### config.mk
export PLATFORM = sky130hd
export DESIGN_NAME = control_unit
export DESIGN_NICKNAME = d
export VERILOG_FILES = /design/src/rtl/control_unit.sv
export SDC_FILE = /design/constraint.sdc
export NUM_CORES = 1
export LEC_CHECK = 0
export ABC_AREA = 0
export BUFFER_PORTS_ARGS = -buffer_cell sky130_fd_sc_hd__buf_2
export CORE_MARGIN = 2
export CORE_UTILIZATION = 30
export CTS_CLUSTER_SIZE = 25
export DETAILED_ROUTE_END_ITERATION = 8
export PLACE_DENSITY_LB_ADDON = 0.2
export SLEW_MARGIN = 20
export SYNTH_ARGS = -nofsm -noshare
export SYNTH_HDL_FRONTEND = slang
export SYNTH_SLANG_ARGS = --single-unit
export TNS_END_PERCENT = 30
### constraint.sdc
create_clock -name clk -period 5.4 [get_ports clk]
set_clock_uncertainty 0.05 [all_clocks]
set_input_delay 0.27 -clock clk [delete_from_list [all_inputs] [get_ports clk]]
set_output_delay 0.27 -clock clk [all_outputs]
set_load 0.01 [all_outputs]
### src/rtl/control_unit.sv
// Instruction sequencer: pops host FIFO words and drives DAC/ADC register accesses over a
// shared SPI master, pushing ADC read results and error words into the readback FIFO.
module control_unit #(
  parameter int         SPI_TIMEOUT = 4096,
  parameter logic [7:0] OP_NOP      = 8'h00,
  parameter logic [7:0] OP_DAC_WR   = 8'h0C,
  parameter logic [7:0] OP_ADC_WR   = 8'h14,
  parameter logic [7:0] OP_ADC_RD   = 8'h18
) (
  input  logic        clk,
  input  logic        reset,
  input  logic        instr_ready,
  output logic        instr_ack,
  input  logic [31:0] instr_in,
  input  logic        readback_ready,
  output logic        readback_write,
  output logic [31:0] readback_data,
  output logic        dac_request_write,
  output logic [7:0]  dac_address,
  output logic [15:0] dac_data,
  output logic        adc_request_write,
  output logic        adc_request_read,
  output logic [7:0]  adc_address,
  output logic [15:0] adc_data,
  input  logic [15:0] adc_data_readback,
  input  logic        spi_busy
);

  // state       | meaning
  // IDLE        | waiting for an instruction word
  // DECODE      | instruction captured, ack high, dispatch on opcode
  // REQ         | waiting for SPI idle before raising the request
  // ACCEPT_WAIT | request held until the SPI master goes busy
  // DONE_WAIT   | waiting for the SPI transfer to finish
  // READBACK    | waiting for readback FIFO space, then push
  typedef enum logic [2:0] {
    IDLE, DECODE, REQ, ACCEPT_WAIT, DONE_WAIT, READBACK
  } state_t;

  localparam int TW = $clog2(SPI_TIMEOUT);

  state_t        state;
  logic [31:0]   instr;
  logic [31:0]   rb_word;
  logic [TW-1:0] tmr;
  logic [7:0]    opcode;
  logic [7:0]    addr;
  logic [15:0]   data;
  logic          in_wait;

  assign opcode  = instr[31:24];
  assign addr    = instr[23:16];
  assign data    = instr[15:0];
  assign in_wait = (state == REQ) || (state == ACCEPT_WAIT) || (state == DONE_WAIT);

  always_ff @(posedge clk or posedge reset) begin
    if (reset) begin
      state             <= IDLE;
      instr             <= '0;
      rb_word           <= '0;
      tmr               <= '0;
      instr_ack         <= 1'b0;
      readback_write    <= 1'b0;
      readback_data     <= '0;
      dac_request_write <= 1'b0;
      dac_address       <= '0;
      dac_data          <= '0;
      adc_request_write <= 1'b0;
      adc_request_read  <= 1'b0;
      adc_address       <= '0;
      adc_data          <= '0;
    end else begin
      instr_ack      <= 1'b0;
      readback_write <= 1'b0;
      if (in_wait) tmr <= tmr - TW'(1);
      // Timer reaching zero in any SPI wait state wins over the normal transition.
      if (in_wait && tmr == '0) begin
        dac_request_write <= 1'b0;
        adc_request_write <= 1'b0;
        adc_request_read  <= 1'b0;
        rb_word           <= {8'hEE, opcode, addr, 8'h00};
        state             <= READBACK;
      end else begin
        case (state)
          IDLE: begin
            if (instr_ready) begin
              instr     <= instr_in;
              instr_ack <= 1'b1;
              state     <= DECODE;
            end
          end
          DECODE: begin
            tmr <= TW'(SPI_TIMEOUT - 1);
            case (opcode)
              OP_NOP: state <= IDLE;
              OP_DAC_WR: begin
                dac_address <= addr;
                dac_data    <= data;
                state       <= REQ;
              end
              OP_ADC_WR, OP_ADC_RD: begin
                adc_address <= addr;
                adc_data    <= data;
                state       <= REQ;
              end
              default: begin
                rb_word <= {8'hFF, opcode, 16'h0000};
                state   <= READBACK;
              end
            endcase
          end
          REQ: begin
            if (!spi_busy) begin
              dac_request_write <= (opcode == OP_DAC_WR);
              adc_request_write <= (opcode == OP_ADC_WR);
              adc_request_read  <= (opcode == OP_ADC_RD);
              state             <= ACCEPT_WAIT;
            end
          end
          ACCEPT_WAIT: begin
            if (spi_busy) begin
              dac_request_write <= 1'b0;
              adc_request_write <= 1'b0;
              adc_request_read  <= 1'b0;
              state             <= DONE_WAIT;
            end
          end
          DONE_WAIT: begin
            if (!spi_busy) begin
              if (opcode == OP_ADC_RD) begin
                rb_word <= {OP_ADC_RD, addr, adc_data_readback};
                state   <= READBACK;
              end else begin
                state <= IDLE;
              end
            end
          end
          READBACK: begin
            if (readback_ready) begin
              readback_write <= 1'b1;
              readback_data  <= rb_word;
              state          <= IDLE;
            end
          end
          default: state <= IDLE;
        endcase
      end
    end
  end

endmodule

==> results.json <==
{
  "tightest_slew_ps": 1100,
  "synth.distinct_cells": 55,
  "die_x_um": 153,
  "synth_area_leaders": "dfrtp_1 59%, mux2_2 9.0%, mux2_1 6.8%, nand2_1 4.5%, o21ai_0 1.8%",
  "synth_mux_area_share_pct": 17.0,
  "final_cells": 961,
  "chipHeight_um": 153,
  "stdcell_area_um2": 8130,
  "syn_inst": 540,
  "coreArea_um2": 21800,
  "synth_edf_count": 0,
  "clk_pin_slew_ps": 60,
  "cap_viol_max_count": 0,
  "setup_violations": 0,
  "dp_slack_ps": 2260,
  "cts_buffers": 17,
  "min_path_type": "in2reg",
  "avgSynthCellArea_um2": 12.3,
  "wl_um": 16100,
  "power.density_nw_per_um2": 503,
  "layout_commonest_cell": "dfrtp_1",
  "ir_drop_mv": 0.249,
  "grt_usage_pct": 14.3,
  "critPathKind": "reg2reg",
  "vias": 4571,
  "critPathMaxFanout": 16,
  "via_per_inst": 4.76,
  "clock_latency_ps": 420,
  "clockRootBuffer": "clkbuf_16",
  "wl_per_cell_um": 16.8,
  "min_period_over_period_pct": 58.2,
  "io_buffers": 137,
  "drc": 0,
  "start_kind": "flop",
  "synthAdderAreaFrac_pct": 0.377,
  "fin_nets": 720,
  "drtPass1Iterations": 4,
  "yosys.area_share.xor_xnor_pct": 1.53,
  "worstPathArrival_ps": 3390,
  "die_area_um2": 23300,
  "initial_utilization_pct": 30.5,
  "grt_pass1_vias": 4945,
  "clock_sinks": 156,
  "cts_tree": "built",
  "synth_simple_gate_area_share_pct": 10.4,
  "grt_pass1_wl_um": 26600,
  "slew_violations": 0,
  "power_mw": 4.09,
  "drive_gt1_share_pct": 34.5,
  "num_rows": 54,
  "synth_ff_type": "dfrtp_1",
  "finalSetupTns_ps": 0,
  "status": "complete, no violations",
  "mostFrequentLayoutCells": "156 x dfrtp_1, 137 x buf_2, 80 x nand2_1",
  "leakage_nw": 3.98,
  "postRouteAntennaNets": 0,
  "fin_crit_ps": 3140,
  "ios": 138,
  "worstPathRequired_ps": 5650,
  "synthDominantCellAreaShare_pct": 58.8,
  "setup_ws_ps": 2260,
  "r2r_slack_ps": 2260,
  "yosysSeqAreaShare_pct": 58.8,
  "antenna_found_initial": 4,
  "worstSetupEndpointType": "flop",
  "placed_cell_area_um2": 7530,
  "fmax_ghz": 0.318,
  "synth_compound_area_share_pct": 7.73,
  "dp.cells": 924,
  "synth_top_family_by_area": "multiplexers",
  "num-fill-cells": 2186,
  "rsz0062_at_grt": "false",
  "synth-seq-cells": 156,
  "async_reset_ff_share_pct": 100,
  "yosysTopAreaCell": "dfrtp_1",
  "dp_hpwl_um": 11300,
  "relSlewSlack_pct": 26.6,
  "cts_buffer_depth": 2,
  "cts.htree.levels": 4,
  "synthToLayoutAreaGrowth_pct": 22.6,
  "final-hold-violation-count": 0,
  "place_congestion": 0.831,
  "drt_iter0_drc": 207,
  "synth_fp_nets": 595,
  "netlist_area_um2": 6630,
  "grt_max_degree": 90,
  "synth_warnings": 0,
  "grt_overflow": 0
}
==> power by group <==
part / switching (mW) / total, mW / internal [mW]
combinational: 0.595 / 1.15 / 0.553
sequential: 0.295 / 1.79 / 1.50
clock: 0.480 / 1.16 / 0.676
==> synth_stat cells (all sizes together), types with 5 or more instances <==
master    n
a22oi     9
a21oi     5
inv      18
a22o     10
nor4      5
nand3     8
nand2    80
mux2     93
buf      17
nor2     11
clkbuf   22
mux2i     8
xor2      5
o21ai    24
nand2b    7
nor3      5
dfrtp   156
==> layout make-up <==
cell class / count / area, µm² / share of cell area [%]
Antenna cell: 3 / 7.51 / 0.0923
Clock buffer: 21 / 470 / 5.78
Clock inverter: 11 / 109 / 1.34
Inverter: 18 / 72.6 / 0.892
Multi-Input combinational cell: 327 / 2470 / 30.4
Sequential cell: 156 / 3900 / 48.0
Tap cell: 280 / 350 / 4.31
Timing Repair Buffer: 145 / 751 / 9.23
==> kinds of logic (layout without fill, tap and decap cells) <==
logic type / Yosys count / after routing
simple gates: 143 / 143
other cells: 0 / 3
flops: 156 / 156
buf+inv: 57 / 195
mux: 101 / 101
fa+ha+maj: 2 / 2
compound gates: 71 / 71
xor+xnor: 10 / 10
==> critical path, stage by stage, from the launching register on <==
cell,delay (ps)
dfrtp_1,390
inv_1,110
ha_1,150
or4b_1,590
nor4_1,530
o32a_1,820
mux2_1,390
==> flip-flops by register name, summed over array words and instances, names as in the netlist <==
register / flops
instr: 32
rb_word: 28
readback_data: 28
adc_data: 16
dac_data: 16
tmr: 12
adc_address: 8
dac_address: 8
state: 3
adc_request_read: 1
adc_request_write: 1
dac_request_write: 1
instr_ack: 1
readback_write: 1
==> per-stage QoR <==
step / hold WS (ps) / util, %
after floorplan: 337 / -
after global placement: 393 / 34.6
after detailed placement: 398 / 34.6
after CTS: 6.94 / 37.3
after global routing: 10.6 / 37.4
final: 26.2 / 37.4
==> routing by layer <==
layer	GRT usage [%]	up-vias	share of wire, %
met2	22.6	125	45
met3	5.94	28	8.0
li1	-	2147	-
met1	17.6	2269	44
met5	0	-	0.087
met4	5.16	2	2.1
==> repair_timing <==
action                    4_1_cts  5_1_grt
hold buffers                    2        0
gates resized for setup         0        0
hold endpoints to repair       11        0
setup buffers                   0        0
==> final timing paths <==
check / startpoint / end / cells past startpoint
worst max register to register: tmr[1] / rb_word[21] / 6
worst max-delay path: tmr[1] / rb_word[21] / 6
worst min-delay path: instr_in[26] / instr[26] / 3
worst min register to register: rb_word[27] / readback_data[27] / 2
min in group asynchronous: reset / instr_ack / 3
max in group asynchronous: reset / dac_address[3] / 4
(Power assumes the default switching activity.)
